### src/rtl/apb_uart_regfile_fifo.sv
// APB register block for the UART with TX/RX FIFOs, sticky W1C status and PSLVERR.
// Optional interrupt logic is enabled by defining UART_REG_IRQ_EN.
module apb_uart_regfile_fifo #(
  parameter int ADDR_W   = 12,
  parameter int TX_DEPTH = 8,
  parameter int RX_DEPTH = 8
) (
  input  logic              clk,
  input  logic              reset,
  input  logic              psel_i,
  input  logic              penable_i,
  input  logic              pwrite_i,
  input  logic [ADDR_W-1:0] paddr_i,
  input  logic [31:0]       pwdata_i,
  input  logic [3:0]        pstrb_i,
  output logic [31:0]       prdata_o,
  output logic              pready_o,
  output logic              pslverr_o,
  output logic [7:0]        tx_data_o,
  output logic              tx_valid_o,
  input  logic              tx_ready_i,
  input  logic              tx_done_i,
  input  logic [7:0]        rx_data_i,
  input  logic              rx_valid_i,
  input  logic              parity_error_i,
  output logic [1:0]        data_bit_num_o,
  output logic              stop_bit_num_o,
  output logic              parity_en_o,
  output logic              parity_type_o,
  output logic              irq_o
);

  localparam int MAX_DEPTH = (TX_DEPTH > RX_DEPTH) ? TX_DEPTH : RX_DEPTH;
  localparam int LVL_W     = $clog2(MAX_DEPTH) + 1;
  localparam int TX_PTR_W  = $clog2(TX_DEPTH);
  localparam int RX_PTR_W  = $clog2(RX_DEPTH);

  localparam logic [ADDR_W-1:0] ADDR_TXDATA = ADDR_W'('h00);
  localparam logic [ADDR_W-1:0] ADDR_RXDATA = ADDR_W'('h04);
  localparam logic [ADDR_W-1:0] ADDR_CFG    = ADDR_W'('h08);
  localparam logic [ADDR_W-1:0] ADDR_CTRL   = ADDR_W'('h0C);
  localparam logic [ADDR_W-1:0] ADDR_STT    = ADDR_W'('h10);
  localparam logic [ADDR_W-1:0] ADDR_IER    = ADDR_W'('h14);
  localparam logic [ADDR_W-1:0] ADDR_LEVEL  = ADDR_W'('h18);

  logic [7:0]          tx_mem [TX_DEPTH];
  logic [7:0]          rx_mem [RX_DEPTH];
  logic [TX_PTR_W-1:0] tx_wr_ptr, tx_rd_ptr;
  logic [RX_PTR_W-1:0] rx_wr_ptr, rx_rd_ptr;
  logic [LVL_W-1:0]    tx_level, rx_level;

  logic [4:0] cfg;
  logic       tx_en, rx_en;
  logic       parity_err, rx_overrun, tx_done_st;

  logic access, wr_access, rd_access;
  logic tx_empty, tx_full, rx_empty, rx_full;
  logic tx_push, tx_pop, rx_push, rx_pop;
  logic tx_flush, rx_flush;
  logic ctrl_wr, cfg_wr, stt_w1c;
  logic overrun_set;
  logic [6:0] stt;
  logic [7:0] rx_head;
  logic unused_bits;

  assign access    = psel_i & penable_i;
  assign wr_access = access & pwrite_i;
  assign rd_access = access & ~pwrite_i;
  assign pready_o  = 1'b1;

  assign tx_empty = (tx_level == '0);
  assign tx_full  = (tx_level == LVL_W'(TX_DEPTH));
  assign rx_empty = (rx_level == '0);
  assign rx_full  = (rx_level == LVL_W'(RX_DEPTH));

  assign cfg_wr   = wr_access & (paddr_i == ADDR_CFG)  & pstrb_i[0];
  assign ctrl_wr  = wr_access & (paddr_i == ADDR_CTRL) & pstrb_i[0];
  assign stt_w1c  = wr_access & (paddr_i == ADDR_STT)  & pstrb_i[0];
  assign tx_flush = ctrl_wr & pwdata_i[2];
  assign rx_flush = ctrl_wr & pwdata_i[3];

  // Full is taken from the registered level, so a same-cycle pop never makes room.
  assign tx_push     = wr_access & (paddr_i == ADDR_TXDATA) & pstrb_i[0] & ~tx_full;
  assign tx_valid_o  = tx_en & ~tx_empty;
  assign tx_pop      = tx_valid_o & tx_ready_i;
  assign rx_push     = rx_valid_i & rx_en & ~rx_full;
  assign overrun_set = rx_valid_i & rx_en & rx_full;
  assign rx_pop      = rd_access & (paddr_i == ADDR_RXDATA) & ~rx_empty;

  assign rx_head   = rx_mem[rx_rd_ptr];
  assign tx_data_o = tx_empty ? 8'h00 : tx_mem[tx_rd_ptr];

  assign stt = {tx_done_st, rx_overrun, parity_err, rx_full, rx_empty, tx_full, tx_empty};

  assign data_bit_num_o = cfg[1:0];
  assign stop_bit_num_o = cfg[2];
  assign parity_en_o    = cfg[3];
  assign parity_type_o  = cfg[4];

  assign unused_bits = ^{pwdata_i[31:8], pstrb_i[3:1]};

`ifdef UART_REG_IRQ_EN
  logic [6:0] ier;
  logic       irq;
  logic       ier_wr;

  assign ier_wr = wr_access & (paddr_i == ADDR_IER) & pstrb_i[0];
  assign irq_o  = irq;

  always_ff @(posedge clk) begin
    if (reset) begin
      ier <= '0;
      irq <= 1'b0;
    end else begin
      if (ier_wr) ier <= pwdata_i[6:0];
      irq <= |(ier & {stt[6:4], ~stt[2], stt[0], 2'b00});
    end
  end
`else
  assign irq_o = 1'b0;
`endif

  // APB read mux and error response; both stay 0 outside an access
  always_comb begin
    prdata_o  = '0;
    pslverr_o = 1'b0;
    if (access) begin
      case (paddr_i)
        ADDR_TXDATA: pslverr_o = pwrite_i & pstrb_i[0] & tx_full;
        ADDR_RXDATA: begin
          if (pwrite_i || rx_empty) pslverr_o = 1'b1;
          else                      prdata_o  = {24'h0, rx_head};
        end
        ADDR_CFG:   prdata_o = {27'h0, cfg};
        ADDR_CTRL:  prdata_o = {30'h0, rx_en, tx_en};
        ADDR_STT:   prdata_o = {25'h0, stt};
`ifdef UART_REG_IRQ_EN
        ADDR_IER:   prdata_o = {25'h0, ier};
`else
        ADDR_IER:   prdata_o = '0;
`endif
        ADDR_LEVEL: prdata_o = {16'h0, 8'(rx_level), 8'(tx_level)};
        default:    pslverr_o = 1'b1;
      endcase
      if (pwrite_i) prdata_o = '0;
    end
  end

  always_ff @(posedge clk) begin
    if (tx_push && !tx_flush) tx_mem[tx_wr_ptr] <= pwdata_i[7:0];
    if (rx_push && !rx_flush) rx_mem[rx_wr_ptr] <= rx_data_i;
  end

  always_ff @(posedge clk) begin
    if (reset) begin
      cfg        <= '0;
      tx_en      <= 1'b0;
      rx_en      <= 1'b0;
      parity_err <= 1'b0;
      rx_overrun <= 1'b0;
      tx_done_st <= 1'b0;
      tx_wr_ptr  <= '0;
      tx_rd_ptr  <= '0;
      tx_level   <= '0;
      rx_wr_ptr  <= '0;
      rx_rd_ptr  <= '0;
      rx_level   <= '0;
    end else begin
      if (cfg_wr) cfg <= pwdata_i[4:0];
      if (ctrl_wr) begin
        tx_en <= pwdata_i[0];
        rx_en <= pwdata_i[1];
      end

      // A set event in the same cycle as a W1C wins
      parity_err <= (parity_err & ~(stt_w1c & pwdata_i[4])) | parity_error_i;
      rx_overrun <= (rx_overrun & ~(stt_w1c & pwdata_i[5])) | overrun_set;
      tx_done_st <= (tx_done_st & ~(stt_w1c & pwdata_i[6])) | tx_done_i;

      if (tx_flush) begin
        tx_wr_ptr <= '0;
        tx_rd_ptr <= '0;
        tx_level  <= '0;
      end else begin
        if (tx_push) tx_wr_ptr <= tx_wr_ptr + TX_PTR_W'(1);
        if (tx_pop)  tx_rd_ptr <= tx_rd_ptr + TX_PTR_W'(1);
        tx_level <= tx_level + LVL_W'(tx_push) - LVL_W'(tx_pop);
      end

      if (rx_flush) begin
        rx_wr_ptr <= '0;
        rx_rd_ptr <= '0;
        rx_level  <= '0;
      end else begin
        if (rx_push) rx_wr_ptr <= rx_wr_ptr + RX_PTR_W'(1);
        if (rx_pop)  rx_rd_ptr <= rx_rd_ptr + RX_PTR_W'(1);
        rx_level <= rx_level + LVL_W'(rx_push) - LVL_W'(rx_pop);
      end
    end
  end

endmodule

### config.mk
export PLATFORM = sky130hd
export DESIGN_NAME = apb_uart_regfile_fifo
export DESIGN_NICKNAME = d
export VERILOG_FILES = /design/src/rtl/apb_uart_regfile_fifo.sv
export SDC_FILE = /design/constraint.sdc
export NUM_CORES = 1
export LEC_CHECK = 0
export CAP_MARGIN = 20
export CORE_MARGIN = 2
export CORE_UTILIZATION = 25
export DETAILED_ROUTE_END_ITERATION = 8
export GPL_ROUTABILITY_DRIVEN = 0
export GPL_TIMING_DRIVEN = 0
export PLACE_DENSITY = 0.44
export SETUP_SLACK_MARGIN = 0.5
export SLEW_MARGIN = 25
export SYNTH_ARGS = -nofsm -noshare
export SYNTH_HDL_FRONTEND = slang
export SYNTH_SLANG_ARGS = --single-unit
### constraint.sdc
create_clock -name clk -period 4.7 [get_ports clk]
set_input_delay 1.41 -clock clk [delete_from_list [all_inputs] [get_ports clk]]
set_output_delay 1.41 -clock clk [all_outputs]
set_load 0.02 [all_outputs]
==> key figures, run 1 <==
Status
  • Outcome: complete, no violations

Worst setup path
  • Arr. time, crit path: 2.88 ns
  • Setup Crit Path Kind: primary input to output pin
  • Crit start category: primary input
  • Slowest CP cell: or4_4
  • CP Data Required Time: 3.29 ns
  • Critical Path Most Common Cell: buf_6
  • Crit path largest cell delay: 0.57 ns
  • Crit end category: output pin
  • Top delay family on crit path: simple AND/OR/NAND/NOR gates
  • Crit path cell chain: buf_12 -> or4_4 -> nor4_4 -> buf_6 -> nand3_2 -> o221ai_4 -> buf_6
  • Buf/Inv on CP: 3
  • Critical path peak fanout: 4

Synthesis
  • Number of distinct library cells after synthesis: 50
  • Syn avg cell area: 14.7 um^2
  • Mapped Area: 0.00723 mm^2
  • Syn. warnings: 0
  • Sequential cell area fraction in the yosys report: 0.632
  • Top FF cell, synth: edfxtp_1
  • Asr flop ratio synth: 0
  • EDFF count, synth: 128
  • Mapped Cells: 490
  • Flop and latch count out of synthesis: 164

Cells and area
  • Share of post-route cells with drive strength above 1: 0.314
  • Fin util: 0.330
  • Commonest non-fill, non-tap cell in the layout: edfxtp_1
  • Synth-to-Final Area Change: 30.2%
  • Fin area: 0.00941 mm^2
  • Final net count: 700
  • Ant diodes: 0
  • Most frequent cells in the layout: edfxtp_1, buf_4, nor2_1, dfxtp_1, clkdlybuf4s50_1

Detailed routing
  • Initial drt markers: 220
  • Pre-antenna DRT Iters: 4
  • Vias/cell: 4.40
  • DRC: 0
  • DR WL/cell: 18.0 um
  • Final wirelength: 18300 um
  • Routed Antenna Nets: 0
  • Vias: 4462

Die
  • Die width: 174 um
  • I/O pin cnt: 114
  • Number of cell rows: 62
  • Core ar.: 0.0285 mm^2
  • DIE HEIGHT: 174 um
  • Starting density of the core: 0.253
  • Die area: 0.0303 mm^2

Clock network
  • Max Root-Sink Buffers: 2
  • CTS tree: done
  • Total CTS buffers: 17
  • Skew-Pair Late Insertion Delay: 0.42 ns
  • CTS Sinks: 164
  • Clock slew at reported path FFs: 0.07 ns
  • Root Driver: clkbuf_16
  • H-tree depth: 4

Power and ir drop
  • Cell Pwr Density: 321 mW/mm^2
  • Leak: 3.16 nW
  • Worst vdd ir: 0.153 mV

STA
  • Unrepaired setup endpoints after global routing: true
  • Fin. Hold Viols: 0
  • Layout Skew: 0.00773 ns
  • Final period util: 0.912
  • Slew at the pin with the worst max-slew slack: 0.965 ns
  • Final min period: 4.29 ns
  • Setup Viol. Count Final: 0
  • Slew margin rel.: 0.355
  • Slew Limit Fails: 0
  • Max Clock Freq: 0.233 GHz

Placed design
  • HPWL after detailed placement: 13200 um
  • Placed inst area: 0.00850 mm^2
  • Number of buffers added on ports: 62

Worst hold path
  • Hold Crit Class: register to register

Global routing
  • Pin count of the biggest net entering global routing: 17
  • Total track usage: 0.123
  • First-pass GRT wire length: 28000 um
  • Number of global-route vias before repair: 4723
  • Initial antenna violation count: 0
  • GR Overflow Total: 0

Run
  • Max cap viols: 0
[Yosys cell counts, types with 2 or more instances]
master | n | area, um^2
nor3_2 | 3 | 30.0
buf_4 | 22 | 165
nand3_1 | 18 | 90.1
a311oi_1 | 2 | 17.5
a32oi_1 | 2 | 17.5
a21o_1 | 2 | 15.0
or3b_2 | 4 | 35.0
dfxtp_1 | 36 | 721
ha_1 | 16 | 200
buf_2 | 5 | 25.0
buf_1 | 2 | 7.51
nand4_1 | 11 | 68.8
mux2_2 | 4 | 45.0
buf_6 | 2 | 22.5
o21ai_0 | 12 | 60.1
a31o_2 | 3 | 26.3
xnor2_1 | 3 | 26.3
or3_1 | 4 | 25.0
mux4_2 | 32 | 721
nor3_1 | 7 | 35.0
nor4_2 | 2 | 25.0
inv_1 | 20 | 75.1
fa_1 | 2 | 40.0
nand2b_1 | 5 | 31.3
or4_1 | 3 | 22.5
and4_1 | 3 | 26.3
and2_1 | 5 | 31.3
nor3b_1 | 4 | 30.0
o221ai_1 | 4 | 35.0
and3_1 | 3 | 18.8
nor2_1 | 41 | 154
conb_1 | 2 | 7.51
a21oi_1 | 20 | 100
nand2_1 | 10 | 37.5
mux2i_1 | 16 | 160
xor2_1 | 5 | 43.8
nor2b_1 | 2 | 12.5
o22ai_1 | 3 | 18.8
edfxtp_1 | 128 | 3840
nor4_1 | 5 | 31.3
clkbuf_1 | 8 | 30.0
[state kept, by name, summed over array words and instances, names as in the netlist, named ones only]
register	count
rx_overrun	1
tx_wr_ptr	3
parity_err	1
cfg	5
tx_level	4
rx_level	4
tx_done_st	1
tx_rd_ptr	3
rx_mem	64
rx_en	1
rx_wr_ptr	3
tx_en	1
rx_rd_ptr	3
tx_mem	64
[path summary, 6_finish.rpt]
check | from | endpoint | slack, ns | depth (start not counted)
max | paddr_i[4] | prdata_o[1] | 0.41 | 7
min | rx_overrun$_SDFF_PP0_ | rx_overrun$_SDFF_PP0_ | 0.49 | 2
max reg2reg | rx_level[2]$_SDFF_PP0_ | rx_mem[6][6]$_DFFE_PP_ | 1.77 | 7
min reg2reg | rx_overrun$_SDFF_PP0_ | rx_overrun$_SDFF_PP0_ | 0.49 | 2
[report_power, final]
group | switching (mW) | internal (mW) | leakage [nW]
clock | 0.587 | 0.739 | 0.274
combinational | 0.0746 | 0.0541 | 1.44
sequential | 0.000700 | 1.56 | 1.44
total | 0.663 | 2.35 | 3.16
[stage by stage]
step | total power [mW] | setup TNS [ns] | setup WS [ns] | std cells | hold WS, ns
6_report | 3.02 | 0 | 0.413 | 1014 | 0.492
5_1_grt | 3.12 | 0 | 0.347 | 1014 | 0.522
3_5_place_dp | 1.71 | -11.87 | -1.27 | 964 | 0.488
2_1_floorplan | 1.64 | 0 | 0.449 | 510 | 0.454
4_1_cts | 3.04 | 0 | 0.435 | 1012 | 0.499
3_3_place_gp | 1.70 | -28.39 | -1.32 | 956 | 0.488
[routing by layer]
| metal | up-vias | global-route usage | wire, um |
|---|---|---|---|
| li1 | 2110 | - | - |
| met1 | 2205 | 0.148 | 7820 |
| met2 | 114 | 0.215 | 9330 |
| met3 | 33 | 0.0271 | 633 |
| met4 | 0 | 0.0490 | 488 |
| met5 | - | 0 | 0 |
[logic make-up (layout without fill, tap and decap cells)]
kind of cell    Yosys count  in the layout  share of synthesized area
fa+ha+maj                18             18                     0.0332
compound gates           51             51                     0.0442
xor+xnor                  8              8                    0.00970
other cells               2             22                    0.00104
flops                   164            164                      0.632
mux                      52             52                      0.128
buf+inv                  59            179                     0.0450
simple gates            136            136                      0.107
[final cells by class]
| cell class | instances | area, um^2 |
|---|---|---|
| multi-input cells | 287 | 2690 |
| fillers | 2843 | 19100 |
| inverters | 20 | 75.1 |
| flip-flops and latches | 164 | 4560 |
| plain buffers | 39 | 285 |
| well taps | 384 | 480 |
| repair buffers | 88 | 752 |
| clock buffers | 19 | 433 |
| clock inverters | 13 | 125 |
[what timing repair did]
action                     in CTS  in global routing
hold buffers                    0                  0
cloned                          0                  0
resized for setup             163                 15
setup endpoints to repair      25                 20
hold endpoints to repair        0                  0
pin swaps                      19                  3
setup buffers                  16                  2
[worst register-to-register path: cells and delay by family (launching register included)]
family,cells,cell delay (ns)
AO/OA/AOI/OAI,1,0.44
AND/OR/NAND/NOR,3,1.32
buffers and inverters,2,0.28
flip-flops,1,0.32
adder cells (fa/ha/maj),1,0.19
(Power assumes the default switching activity.)
==> inputs of run 2 (changes only) <==
Clock period 4.7 ns to 5.4 ns, I/O delays scaled along.
==> key figures, run 2 (synthesized netlist as in run 1, its figures left out) <==
Status
  • Outcome: complete, no violations

Detailed routing
  • DRC: 0
  • Vias/cell: 4.36
  • DR WL/cell: 17.7 um
  • Routed Antenna Nets: 0
  • Final wirelength: 17800 um
  • Vias: 4385
  • Initial drt markers: 244
  • Pre-antenna DRT Iters: 4

Worst setup path
  • Worst reg2reg setup slack: 2.46 ns
  • CP Depth: 6
  • Reg2reg end: rx_mem[3][6]$_DFFE_PP_
  • Arr. time, crit path: 3.23 ns
  • Critical path origin: penable_i
  • Buf/Inv on CP: 2
  • Crit path to: prdata_o[3]
  • Crit path cell chain: clkdlybuf4s50_1 -> nand3b_1 -> nor4_4 -> nand3_1 -> o221ai_2 -> buf_4
  • Reg2Reg Depth: 7
  • Setup Crit Path Kind: primary input to output pin
  • CP Data Required Time: 3.78 ns
  • Crit path largest cell delay: 0.54 ns
  • Critical path peak fanout: 5
  • Top delay family on crit path: simple AND/OR/NAND/NOR gates
  • Reg2Reg Launch Point: rx_level[2]$_SDFF_PP0_
  • Slowest CP cell: clkdlybuf4s50_1
  • Crit start category: primary input
  • Crit end category: output pin

Cells and area
  • Fin area: 0.00926 mm^2
  • Fin util: 0.324
  • Share of post-route cells with drive strength above 1: 0.285
  • Largest registers: rx_mem (64), tx_mem (64), cfg (5)
  • Non-Filler Instances: 1006
  • Final net count: 692
  • Ant diodes: 0
  • Synth-to-Final Area Change: 28.1%
  • Most frequent cells in the layout: edfxtp_1, buf_4, nor2_1, clkdlybuf4s50_1, dfxtp_1
  • Commonest non-fill, non-tap cell in the layout: edfxtp_1

Global routing
  • Initial antenna violation count: 0
  • Total track usage: 0.121
  • Number of global-route vias before repair: 4654
  • Pin count of the biggest net entering global routing: 17
  • First-pass GRT wire length: 27400 um
  • GR Overflow Total: 0

Die
  • Die area: 0.0303 mm^2
  • Die width: 174 um
  • DIE HEIGHT: 174 um
  • I/O pin cnt: 114
  • Starting density of the core: 0.253
  • Core ar.: 0.0285 mm^2
  • Number of cell rows: 62

Placed design
  • Pre-CTS WS: -0.986 ns
  • HPWL after detailed placement: 13200 um
  • Number of buffers added on ports: 62
  • Inst Count DP: 964
  • Placed inst area: 0.00850 mm^2

STA
  • Slew Limit Fails: 0
  • Setup Viol. Count Final: 0
  • Unrepaired setup endpoints after global routing: false
  • Setup ws final: 0.550 ns
  • Slew at the pin with the worst max-slew slack: 0.953 ns
  • Layout Skew: 0.00795 ns
  • Final period util: 0.898
  • Hold Slack: 0.493 ns
  • Fin Setup TNS: 0 ns
  • Max Clock Freq: 0.206 GHz
  • Slew margin rel.: 0.362
  • Fin. Hold Viols: 0
  • Final min period: 4.85 ns

Clock network
  • H-tree depth: 4
  • Root Driver: clkbuf_16
  • Skew-Pair Late Insertion Delay: 0.42 ns
  • Post-CTS Hold Buffers: 0
  • Max Root-Sink Buffers: 2
  • CTS Sinks: 164
  • CTS tree: done
  • Clock slew at reported path FFs: 0.07 ns
  • Total CTS buffers: 17

Worst hold path
  • Hold Crit Class: register to register

Power and ir drop
  • Cell Pwr Density: 283 mW/mm^2
  • Final Power: 2.62 mW
  • Leak: 3.08 nW
  • Worst vdd ir: 0.140 mV

Run
  • Max cap viols: 0
==> run 2: changes by cell type in the layout (fill, tap and decap cells not counted), sizes merged <==
cell           before  now
dlymetal6s2s        0    1
dlygate4sd2         3    4
buf                79   55
clkdlybuf4s15       0    9
clkbuf             28   32
clkdlybuf4s50      36   37
==> run 2: timing repair <==
item / CTS / global route
setup buffers: 10 / 0
resized for setup: 99 / 14
endpoints found under the setup margin: 13 / 12
pin swaps: 11 / 4
==> run 2: worst min-delay path, stage by stage, from the launching register on <==
cell and delay (ns):
dfxtp_1 0.32, nand2b_1 0.06, o32ai_1 0.07
==> run 2: power by group <==
| part | leakage [nW] | internal, mW | switching [mW] |
|---|---|---|---|
| logic | 1.36 | 0.0428 | 0.0617 |
| registers | 1.44 | 1.36 | 0.000649 |
| clock network | 0.274 | 0.643 | 0.510 |
==> run 2: how the worst min path moves through the flow <==
stage / startpoint / endpoint / slack [ns] / cells past startpoint
6_report: rx_overrun$_SDFF_PP0_ / rx_overrun$_SDFF_PP0_ / 0.49 / 2
5_1_grt: rx_rd_ptr[1]$_SDFFE_PP0P_ / register / 0.52 / 2
4_1_cts: rx_overrun$_SDFF_PP0_ / rx_overrun$_SDFF_PP0_ / 0.50 / 2
3_5_place_dp: rx_overrun$_SDFF_PP0_ / rx_overrun$_SDFF_PP0_ / 0.49 / 2
3_3_place_gp: rx_rd_ptr[1]$_SDFFE_PP0P_ / rx_rd_ptr[1]$_SDFFE_PP0P_ / 0.49 / 2
2_1_floorplan: rx_rd_ptr[2]$_SDFFE_PP0P_ / register / 0.45 / 2
==> run 2: metal layers <==
layer / GRT usage / up-vias / part of all wire
met5: 0 / - / 0
met1: 0.145 / 2154 / 0.43
met2: 0.213 / 105 / 0.51
li1: - / 2096 / -
met3: 0.0265 / 30 / 0.040
met4: 0.0431 / 0 / 0.020
==> run 2: area by class of cell <==
class                   instances  area [um^2]
well taps                     384          480
plain buffers                  39          265
clock inverters                13          125
fillers                      2860        19300
clock buffers                  19          433
repair buffers                 80          706
multi-input cells             287         2610
flip-flops and latches        164         4560
inverters                      20         75.1
